--- config.mk ---
export PLATFORM = sky130hd
export DESIGN_NAME = reg_access_arbiter
export DESIGN_NICKNAME = d
export VERILOG_FILES = /design/src/rtl/reg_access_arbiter.sv
export SDC_FILE = /design/constraint.sdc
export NUM_CORES = 1
export LEC_CHECK = 0
export BUFFER_PORTS_ARGS = -buffer_cell sky130_fd_sc_hd__buf_2
export CORE_UTILIZATION = 47
export CTS_CLUSTER_SIZE = 14
export DETAILED_ROUTE_END_ITERATION = 8
export GPL_TIMING_DRIVEN = 1
export PLACE_DENSITY = 0.75
export SLEW_MARGIN = 20
export SYNTH_ARGS = -nofsm -noshare
export SYNTH_HDL_FRONTEND = slang
export SYNTH_SLANG_ARGS = --single-unit
export TNS_END_PERCENT = 100
--- constraint.sdc ---
create_clock -name clk -period 1.88 [get_ports clk]
set_input_delay 0.094 -clock clk [delete_from_list [all_inputs] [get_ports clk]]
set_output_delay 0.094 -clock clk [all_outputs]
set_load 0.02 [all_outputs]
--- src/rtl/reg_access_arbiter.sv ---
// Two-requester arbiter around a shared WIDTH-bit register supporting parallel
// load and MSB-first rotating shift-out; all state updates on the falling clock edge.
module reg_access_arbiter #(
  parameter int WIDTH = 4,
  parameter int CW    = $clog2(WIDTH) + 1
) (
  input  logic             clk,
  input  logic             clr,
  input  logic             req0,
  input  logic             op0,
  input  logic [WIDTH-1:0] d0,
  input  logic             req1,
  input  logic             op1,
  input  logic [WIDTH-1:0] d1,
  output logic             gnt0,
  output logic             gnt1,
  output logic             busy,
  output logic [WIDTH-1:0] q,
  output logic             sout,
  output logic             sout_valid,
  output logic             done
);

  typedef enum logic {IDLE = 1'b0, SHIFT = 1'b1} state_t;

  state_t           state_q, state_d;
  logic [CW-1:0]    cnt_q, cnt_d;
  logic             last_q, last_d;
  logic [WIDTH-1:0] data_q, data_d;
  logic             gnt0_q, gnt0_d;
  logic             gnt1_q, gnt1_d;
  logic             busy_q, busy_d;
  logic             sout_q, sout_d;
  logic             sv_q, sv_d;
  logic             done_q, done_d;

  logic             grant0, grant1, any_grant, sel_op, last_shift;
  logic [WIDTH-1:0] sel_d;

  // last_q == 1 means requester 1 held the most recent grant.
  always_comb begin
    grant0 = 1'b0;
    grant1 = 1'b0;
    if (state_q == IDLE) begin
      if (req0 && req1) begin
        grant0 = last_q;
        grant1 = !last_q;
      end else begin
        grant0 = req0;
        grant1 = req1;
      end
    end
  end

  assign any_grant  = grant0 | grant1;
  assign sel_op     = grant1 ? op1 : op0;
  assign sel_d      = grant1 ? d1 : d0;
  assign last_shift = (cnt_q == CW'(WIDTH - 1));

  always_ff @(negedge clk or negedge clr) begin
    if (!clr) begin
      state_q <= IDLE;
      cnt_q   <= '0;
      last_q  <= 1'b1;
      data_q  <= '0;
      gnt0_q  <= 1'b0;
      gnt1_q  <= 1'b0;
      busy_q  <= 1'b0;
      sout_q  <= 1'b0;
      sv_q    <= 1'b0;
      done_q  <= 1'b0;
    end else begin
      state_q <= state_d;
      cnt_q   <= cnt_d;
      last_q  <= last_d;
      data_q  <= data_d;
      gnt0_q  <= gnt0_d;
      gnt1_q  <= gnt1_d;
      busy_q  <= busy_d;
      sout_q  <= sout_d;
      sv_q    <= sv_d;
      done_q  <= done_d;
    end
  end

  always_comb begin
    state_d = state_q;
    case (state_q)
      IDLE:    if (any_grant && sel_op) state_d = SHIFT;
      SHIFT:   if (last_shift) state_d = IDLE;
      default: state_d = IDLE;
    endcase
  end

  // Datapath and registered outputs; sout holds its last shifted bit between transfers.
  always_comb begin
    cnt_d  = cnt_q;
    last_d = last_q;
    data_d = data_q;
    gnt0_d = 1'b0;
    gnt1_d = 1'b0;
    busy_d = busy_q;
    sout_d = sout_q;
    sv_d   = 1'b0;
    done_d = 1'b0;
    case (state_q)
      IDLE: begin
        if (any_grant) begin
          gnt0_d = grant0;
          gnt1_d = grant1;
          last_d = grant1;
          if (!sel_op) begin
            data_d = sel_d;
            done_d = 1'b1;
          end else begin
            busy_d = 1'b1;
            cnt_d  = '0;
          end
        end
      end
      SHIFT: begin
        sout_d = data_q[WIDTH-1];
        data_d = {data_q[WIDTH-2:0], data_q[WIDTH-1]};
        sv_d   = 1'b1;
        if (last_shift) begin
          done_d = 1'b1;
          busy_d = 1'b0;
          cnt_d  = '0;
        end else begin
          cnt_d = cnt_q + CW'(1);
        end
      end
      default: ;
    endcase
  end

  assign gnt0       = gnt0_q;
  assign gnt1       = gnt1_q;
  assign busy       = busy_q;
  assign q          = data_q;
  assign sout       = sout_q;
  assign sout_valid = sv_q;
  assign done       = done_q;

endmodule

Word-level counts from Yosys, hierarchy flattened
Index checks and enable logic that the tools add are counted.

word-level totals
  logic and storage cells = 54
  input port bits = 14
  output and inout bits = 10
  bits in registers = 15

operators by class
  eq/ne operators = 5
  reduce and logical (&&, ||, !) cells = 7
  add/sub/neg operators = 1
  mux-type cells = 29
  bitwise gates (word level) = 2

operators by type and width
  cell                                                             count
  1-bit 2-to-1 mux                                                 18
  4-bit 2-to-1 mux                                                 3
  3-bit 2-to-1 mux                                                 3
  4-bit one-hot mux with 2 select lines                            1
  2-bit != test, second input constant                             3
  1-bit one-hot mux with 2 select lines                            3
  3-bit one-hot mux with 2 select lines                            1
  2-bit AND reduction                                              3
  3-bit by 1-bit adder with 3-bit output, second input constant    1
  3-bit by 2-bit == test with 1-bit output, second input constant  1
  3-bit AND reduction                                              1
  1-bit logical AND                                                2
  2-bit by 1-bit != test with 1-bit output, second input constant  1
  1-bit logical NOT                                                1
  1-bit NOT                                                        1
  1-bit bitwise OR                                                 1

Longest topological paths before layout
Gate-level depths: netlist of run 1.

  word-level depth = 7
  gate-level depth with buffers = 5
  gate-level depth less buffers = 5

==> results.toml, run 1 <==
[timing]
rsz0062_at_grt = "true"
relSlewSlack = 0.5681
fin_skew_ps = 54.35
hold_viol = 0
drv_slew = 0
worstMarginPinSlew_ps = 647.8
worst_slack_ps = -33.37
setup_violations = 3

[setup_path]
crit_family = "flip-flops"
crit_path_start_kind = "flop"
worstPathCellList = "buf_6"
max_stage_delay_ps = 460
critPathSlowestCell = "dfrtn_1"
cp-end-kind = "output pin"
critical_path_arrival_ps = 1820
cp_max_fo = 3
crit_buf_inv = 1
cp_data_required_time_ps = 1790
worstSetupPathType = "reg2out"

[place]
post-place-ws_ps = -284.5
place_area_um2 = 860.8
io_buffers = 23
dpl.hpwl_um = 999
gp_congestion = 0.6224
dp.cells = 108

[global_routing]
antenna_found_initial = 0
grt_use_total = 0.1891
grt_max_degree = 25
grt_first_pass_wirelength_um = 2049
grt_overflow_total = 0
first_global_vias = 502

[yosys]
netlist_area_um2 = 715.7
syn_area_per_cell_um2 = 10.37
ys_ff_latch = 15
synth_top_family_by_area = "compound AO/OA/AOI/OAI gates"
syn_inst = 69
yosysWarnings = 0
synth-xor-area-share = 0
yosys.area_share.simple = 0.1224
synth_compound_area_frac = 0.1626
yosysSeqAreaShare = 0.5262
synth_fa_ha_area_frac = 0.01748
synth.distinct_cells = 20
muxShareOfSynthArea = 0.1189
syn_nets = 84

[clock_tree]
h-tree-depth = 1
clk_pin_slew_ps = 60
clk_path_buf_depth = 2
cts_tree = "yes"
hold_buffers = 0
cts_sinks = 15
cts_buffers = 3
clk_latency_ps = 330
cts-root-buf = "clkbuf_4"

[die]
placementRows = 13
pin_count = 24
die_h_um = 41.02
die_width_um = 41.02
start_util = 0.5238
core_um2 = 1366
dieArea_um2 = 1683

[layout]
final_cell_mix = "dfrtn_1 (14), buf_6 (12), buf_2 (11), nand2_1 (10), buf_4 (8)"
area_growth_pct = 39.86
nNetsFinal = 117
drive_gt1_frac = 0.4158
diodes = 0
final_area_um2 = 1001
finalNonFillerCells = 116
final_common_cell = "dfrtn_1"

[run]
drv_cap = 0

[run_status]
violations = "negative setup slack"
outcome = "finished, violations left"

[power_and_ir_drop]
p_clk_frac = 0.126
power_frac_seq = 0.411
intPower_mw = 0.9263
p_total_mw = 1.493
p_per_area_nw_per_um2 = 1492
combPwrFrac = 0.462
vdd_drop_max_v = 0.001025
swShare = 0.3798
p_leak_nw = 0.5103
switchingPower_mw = 0.5671

[detailed_routing]
drc = 0
via_per_inst = 5.276
dr.pass1.iters = 4
wl_um = 1393
drt_iter0_drc = 8
vias = 612
routedWlPerCell_um = 12.01
antenna_left = 0

[min_path]
hold_class = "reg2reg"
stage by stage:
stage                     hold WS, ps    util  setup TNS (ps)
final                           456.0  0.7326          -70.27
after global routing            478.6  0.7326          -330.9
after CTS                       463.0  0.6941          -88.60
after detailed placement        466.0  0.6300           -2003
after global placement          452.2  0.6300           -1769
after floorplan                 380.6       -          -337.0
cell usage after synthesis:
master / instances / area, um2
nand2_1: 10 / 37.54
nand2b_1: 2 / 12.51
a32o_1: 1 / 10.01
o21ai_1: 4 / 20.02
a32o_2: 1 / 11.26
buf_6: 1 / 11.26
dfrtn_1: 14 / 350.3
nor2_1: 5 / 18.77
ha_1: 1 / 12.51
clkbuf_1: 2 / 7.510
dfstp_2: 1 / 26.28
mux2_2: 4 / 45.04
mux2i_1: 4 / 40.04
nor2b_1: 3 / 18.77
inv_1: 5 / 18.77
a32oi_1: 1 / 8.760
a21oi_1: 3 / 15.01
a21boi_4: 1 / 18.77
o21a_1: 1 / 7.510
o21ai_0: 5 / 25.02
kinds of logic (layout without fill, tap and decap cells):
logic type / count (synthesis) / count (layout)
simple gates: 20 / 20
compound gates: 17 / 17
flops: 15 / 15
mux: 8 / 8
buf+inv: 8 / 40
fa+ha+maj: 1 / 1
layout make-up:
cell class	count	area (um2)
Multi-Input combinational cell	46	309.0
Inverter	4	15.01
Sequential cell	15	376.6
Clock buffer	3	22.52
Timing Repair Buffer	31	250.2
Fill cell	104	365.4
Tap cell	15	18.77
Clock inverter	2	8.758
final timing paths:
path	cells past startpoint	start	slack, ps	end
max	1	q[3]	-30	q[3]
min	1	cnt_q[2]	460	cnt_q[2]
max reg2reg	4	last_q	340	q[3]
min reg2reg	1	cnt_q[2]	460	cnt_q[2]
max in group asynchronous	1	clr	1000	last_q
min in group asynchronous	1	clr	520	gnt1
flip-flops by register name, indices dropped and copies added (netlist names):
name,cells
last_q,1
cnt_q,3
sout,1
gnt0,1
gnt1,1
done,1
busy,1
sout_valid,1
state_q,1
q,4
metal layers:
metal	part of all wire	vias up	global-route usage	wire (um)
met5	0	-	0	0
met4	0	0	0.1000	0
met3	0.059	0	0.03261	82
met2	0.52	20	0.3047	719
met1	0.42	294	0.2375	591
li1	-	298	-	-
timing repair:
action,CTS,global route
pin swaps,0,2
gates cloned,0,0
endpoints found under the setup margin,6,14
setup buffers,3,1
resized for setup,12,13
power groups by stage:
stage          clock network, mW  registers, mW  logic (mW)
6_report                   0.189          0.614       0.690
5_1_grt                    0.208          0.639       0.754
4_1_cts                    0.195          0.604       0.642
3_5_place_dp             0.00666          0.603       0.523
3_3_place_gp             0.00666          0.596       0.505
2_1_floorplan            0.00666          0.657       0.289
Power figures use the tool's default switching activity.
==> inputs of run 2 (changes only) <==
--- a/config.mk
+++ b/config.mk
@@ -7,8 +7,10 @@
 export LEC_CHECK = 0
 export BUFFER_PORTS_ARGS = -buffer_cell sky130_fd_sc_hd__buf_2
 export CORE_UTILIZATION = 47
+export CTS_BUF_LIST = sky130_fd_sc_hd__clkbuf_16
 export CTS_CLUSTER_SIZE = 14
 export DETAILED_ROUTE_END_ITERATION = 8
+export GPL_ROUTABILITY_DRIVEN = 1
 export GPL_TIMING_DRIVEN = 1
 export PLACE_DENSITY = 0.75
 export SLEW_MARGIN = 20
==> run 2 against run 1 <==
  * The flow still finishes with violations (negative setup slack)
  * Die area unchanged
  * Clock-buffer cell count stayed put
  * Clock power rose by 120%
  * Register-to-register slack worse by 20 ps
  * Flip-flop and latch count unchanged
  * Cell count grew 0.86%
  * Sequential share of layout area decreased by 1.4 points
  * Power rose by 15%
  * Non-clock buffer count rose by 1
  * Setup slack improved by 22 ps
==> results.toml, run 2 (synthesized netlist as in run 1, its figures left out) <==
[run_status]
outcome = "finished, violations left"
violations = "negative setup slack"

[timing]
hold_viol = 0
drv_slew = 0
worstMarginPinSlew_ps = 662.1
rsz0062_at_grt = "true"
worst_slack_ps = -11.43
setup_violations = 3
fin_skew_ps = 42.84
relSlewSlack = 0.5586

[setup_path]
worstSetupPathType = "reg2out"
crit_family = "flip-flops"
cp_data_required_time_ps = 1790
reg2regPathDepth = 4
reg2reg_from = "last_q"
r2r_slack_ps = 320
critical_path_arrival_ps = 1800
cp_max_fo = 3
crit_path_start_kind = "flop"
crit_buf_inv = 1
r2r_end = "q[1]"
max_stage_delay_ps = 450
cp-end-kind = "output pin"
critPathSlowestCell = "dfrtn_1"
worstPathCellList = "buf_6"

[global_routing]
grt_overflow_total = 0
grt_max_degree = 25
first_global_vias = 525
antenna_found_initial = 0
grt_use_total = 0.2084
grt_first_pass_wirelength_um = 2228

[detailed_routing]
routedWlPerCell_um = 13.19
dr.pass1.iters = 4
antenna_left = 0
vias = 621
wl_um = 1543
drt_iter0_drc = 12
drc = 0
via_per_inst = 5.308

[place]
dpl.hpwl_um = 999
dp.cells = 108
io_buffers = 23
gp_congestion = 0.6224
place_area_um2 = 860.8

[power_and_ir_drop]
p_per_area_nw_per_um2 = 1648
vdd_drop_max_v = 0.0009204
p_leak_nw = 0.5292

[min_path]
hold-path-endpoint = "cnt_q[2]"
hold_class = "reg2reg"
worstHoldStart = "cnt_q[2]"
holdPathStages = 1

[clock_tree]
clk_latency_ps = 320
cts_buffers = 3
clk_pin_slew_ps = 40
cts_sinks = 15
cts-root-buf = "clkbuf_16"
cts_tree = "yes"
hold_buffers = 0
h-tree-depth = 1
clk_path_buf_depth = 2

[layout]
finalNonFillerCells = 117
area_growth_pct = 45.11
drive_gt1_frac = 0.4216
diodes = 0
largest_register_ffs = 4
nNetsFinal = 118
final_area_um2 = 1039
final_cell_mix = "dfrtn_1 (14), buf_4 (14), buf_2 (11), nand2_1 (10), buf_6 (7)"

[die]
start_util = 0.5238
die_width_um = 41.02
die_h_um = 41.02
core_um2 = 1366
placementRows = 13
pin_count = 24
dieArea_um2 = 1683

[run]
drv_cap = 0
## run 2: cell types whose count changed in the layout (fill, tap and decap cells not counted)
cell and change:
buf_4 +6, buf_6 -5, clkbuf_16 +3, clkbuf_4 -3, mux2_2 +1, mux2_4 -1
## run 2: worst max path at each step
stage                       to  slack (ps)  start  cells after the start
after floorplan           q[0]         -80   req1                      4
after global placement    q[2]        -250   req0                      5
final                     q[3]         -10   q[3]                      1
after detailed placement  q[1]        -280   req0                      5
after global routing      q[1]         -60   req1                      5
after CTS                 q[3]         -20   q[3]                      1
## run 2: layout make-up
type | instances | area [um2]
tap | 15 | 18.77
fill | 99 | 327.8
sequential | 15 | 376.6
timing repair buffer | 32 | 239.0
inverter | 4 | 15.01
clock inverter | 2 | 8.758
multi-input combinational | 46 | 305.3
clock buffer | 3 | 75.07
## run 2: where the power goes
| group | switching [mW] | leakage, nW | internal, mW |
|---|---|---|---|
| Combinational | 0.325 | 0.301 | 0.363 |
| Sequential | 0.137 | 0.186 | 0.471 |
| Clock | 0.130 | 0.0424 | 0.285 |
| Total | 0.592 | 0.529 | 1.12 |
## run 2: repair_timing
item,CTS,global route
cloned,0,0
pin swaps,0,2
endpoints found under the setup margin,5,15
gates resized for setup,7,12
setup buffers,3,2
## run 2: routing by layer
metal  part of all wire  routed length, um  GRT usage
met5                  0                  0          0
met4             0.0078                 12     0.1000
met3              0.058                 90    0.04891
met2               0.52                795     0.3359
met1               0.42                644     0.2575
## run 2: stage by stage
step,setup WS [ps],hold WS [ps],util,total power [mW],TNS [ps]
floorplan,-84.24,380.6,-,0.9527,-337.0
global placement,-247.5,452.2,0.6300,1.107,-1769
detailed placement,-284.5,466.0,0.6300,1.133,-2003
CTS,-15.64,465.8,0.7198,1.637,-18.55
global route,-59.61,483.3,0.7601,1.828,-236.1
finish,-11.43,460.5,0.7601,1.712,-18.29
==> inputs of run 3 (changes only) <==
--- a/config.mk
+++ b/config.mk
@@ -6,14 +6,16 @@
 export NUM_CORES = 1
 export LEC_CHECK = 0
 export BUFFER_PORTS_ARGS = -buffer_cell sky130_fd_sc_hd__buf_2
-export CORE_UTILIZATION = 47
+export CELL_PAD_IN_SITES_DETAIL_PLACEMENT = 0
+export CELL_PAD_IN_SITES_GLOBAL_PLACEMENT = 1
+export CORE_ASPECT_RATIO = 0.8
+export CORE_UTILIZATION = 35
 export CTS_BUF_LIST = sky130_fd_sc_hd__clkbuf_16
 export CTS_CLUSTER_SIZE = 14
 export DETAILED_ROUTE_END_ITERATION = 8
 export GPL_ROUTABILITY_DRIVEN = 1
 export GPL_TIMING_DRIVEN = 1
-export PLACE_DENSITY = 0.75
-export SLEW_MARGIN = 20
+export PLACE_DENSITY_LB_ADDON = 0.1
 export SYNTH_ARGS = -nofsm -noshare
 export SYNTH_HDL_FRONTEND = slang
 export SYNTH_SLANG_ARGS = --single-unit
==> run 3 against run 2 <==
  * The run still ends with negative setup slack left
  * Routed wire length is 7.5% lower
  * Power is 0.81% lower
  * Hold slack worse by 6.2 ps
  * Flip-flop and latch count unchanged
  * Clock skew about the same
  * Final area increased by 1.3%
  * Critical path type unchanged
  * Critical endpoint is now q[1]
  * Largest power group unchanged
==> results.toml, run 3 (synthesized netlist as in run 1, its figures left out) <==
[run_status]
outcome = "finished, violations left"
violations = "negative setup slack"

[global_routing]
grt_max_degree = 16
antenna_found_initial = 0
first_global_vias = 530
grt_overflow_total = 0
grt_first_pass_wirelength_um = 2394
grt_use_total = 0.1522

[layout]
final_cell_mix = "dfrtn_1 (14), buf_2 (14), buf_4 (11), nand2_1 (10), buf_6 (8)"
diodes = 0
finalNonFillerCells = 127
largest_register_ffs = 4
area_growth_pct = 47.03
nNetsFinal = 119
drive_gt1_frac = 0.4175
final_util = 0.5511

[setup_path]
worstPathCellList = "buf_6"
critPathSlowestCell = "dfrtn_1"
crit_buf_inv = 1
reg2reg_from = "last_q"
path_depth = 1
setup.worst_path.start = "q[1]"
max_stage_delay_ps = 450
worstSetupPathType = "reg2out"
cp-end-kind = "output pin"
critical_path_arrival_ps = 1800
cp_data_required_time_ps = 1790
r2r_slack_ps = 370
reg2regPathDepth = 4
crit_path_start_kind = "flop"
cp_max_fo = 3
crit_path_end = "q[1]"
crit_family = "flip-flops"
r2r_end = "q[1]"

[clock_tree]
cts-root-buf = "clkbuf_16"
h-tree-depth = 1
cts_sinks = 15
cts_tree = "yes"
clk_pin_slew_ps = 40
hold_buffers = 0
clk_path_buf_depth = 2
clk_latency_ps = 310
cts_buffers = 3

[die]
placementRows = 14
die_h_um = 42.45
core_um2 = 1909
die_width_um = 52.56
start_util = 0.3748
pin_count = 24
dieArea_um2 = 2231

[place]
dp.cells = 118
io_buffers = 23
gp_congestion = 0.7151
dpl.hpwl_um = 1022

[power_and_ir_drop]
p_per_area_nw_per_um2 = 1614
p_leak_nw = 0.5379
vdd_drop_max_v = 0.0009125

[timing]
drv_slew = 0
worst_slack_ps = -9.069
setup_violations = 2
fin_skew_ps = 42.58
worstMarginPinSlew_ps = 346.5
hold_viol = 0
relSlewSlack = 0.7690
rsz0062_at_grt = "true"

[detailed_routing]
drc = 0
wl_um = 1428
drt_iter0_drc = 0
antenna_left = 0
dr.pass1.iters = 1
routedWlPerCell_um = 11.24
via_per_inst = 4.630
vias = 588

[min_path]
hold_class = "reg2reg"

[run]
drv_cap = 0
-- run 3: changes by cell type in the layout (fill, tap and decap cells not counted), sizes merged --
cell	delta
buf	+1
clkinvlp	-1
inv	+1
-- run 3: metrics by stage --
stage          total power [mW]  hold WS (ps)  setup slack (ps)  cell area, um2  TNS (ps)
6_report                  1.698         454.3            -9.069            1052    -13.51
5_1_grt                   1.818         500.2            -22.97            1052    -47.36
4_1_cts                   1.662         460.3            -15.65            1011    -21.14
3_5_place_dp              1.142         460.5            -260.7           879.6     -1824
3_3_place_gp              1.135         450.4            -261.3           879.6     -1746
2_1_floorplan            0.9527         380.6            -84.24           715.7    -337.0
-- run 3: where the power goes --
part	total [mW]	internal [mW]	switching, mW
sequential	0.577	0.471	0.106
combinational	0.708	0.366	0.342
clock	0.413	0.284	0.129
total	1.70	1.12	0.577
-- run 3: cell type report --
cell class / instances / area (um2)
Tap cell: 24 / 30.03
Clock inverter: 2 / 7.507
Fill cell: 178 / 857.1
Clock buffer: 3 / 75.07
Timing Repair Buffer: 33 / 242.7
Inverter: 4 / 15.01
Sequential cell: 15 / 376.6
Multi-Input combinational cell: 46 / 305.3
-- run 3: how the worst min path moves through the flow --
stage	start	endpoint	slack (ps)	cells past startpoint
6_report	cnt_q[2]	cnt_q[2]	450	1
5_1_grt	cnt_q[2]	cnt_q[2]	500	1
4_1_cts	cnt_q[2]	cnt_q[2]	460	1
3_5_place_dp	cnt_q[2]	cnt_q[2]	460	1
3_3_place_gp	cnt_q[2]	cnt_q[2]	450	1
2_1_floorplan	state_q	sout_valid	380	0
-- run 3: routing by layer --
metal	up-vias	part of all wire	GRT usage
met4	0	0.013	0.06316
met3	2	0.055	0.05435
li1	300	-	-
met5	-	0	0
met2	17	0.44	0.2228
met1	269	0.49	0.2009
-- run 3: what timing repair did --
item                                    in CTS  in global routing
endpoints found under the setup margin       6                 11
cloned                                       0                  0
gates resized for setup                      8                  9
setup buffers                                4                  1
pin swaps                                    0                  3
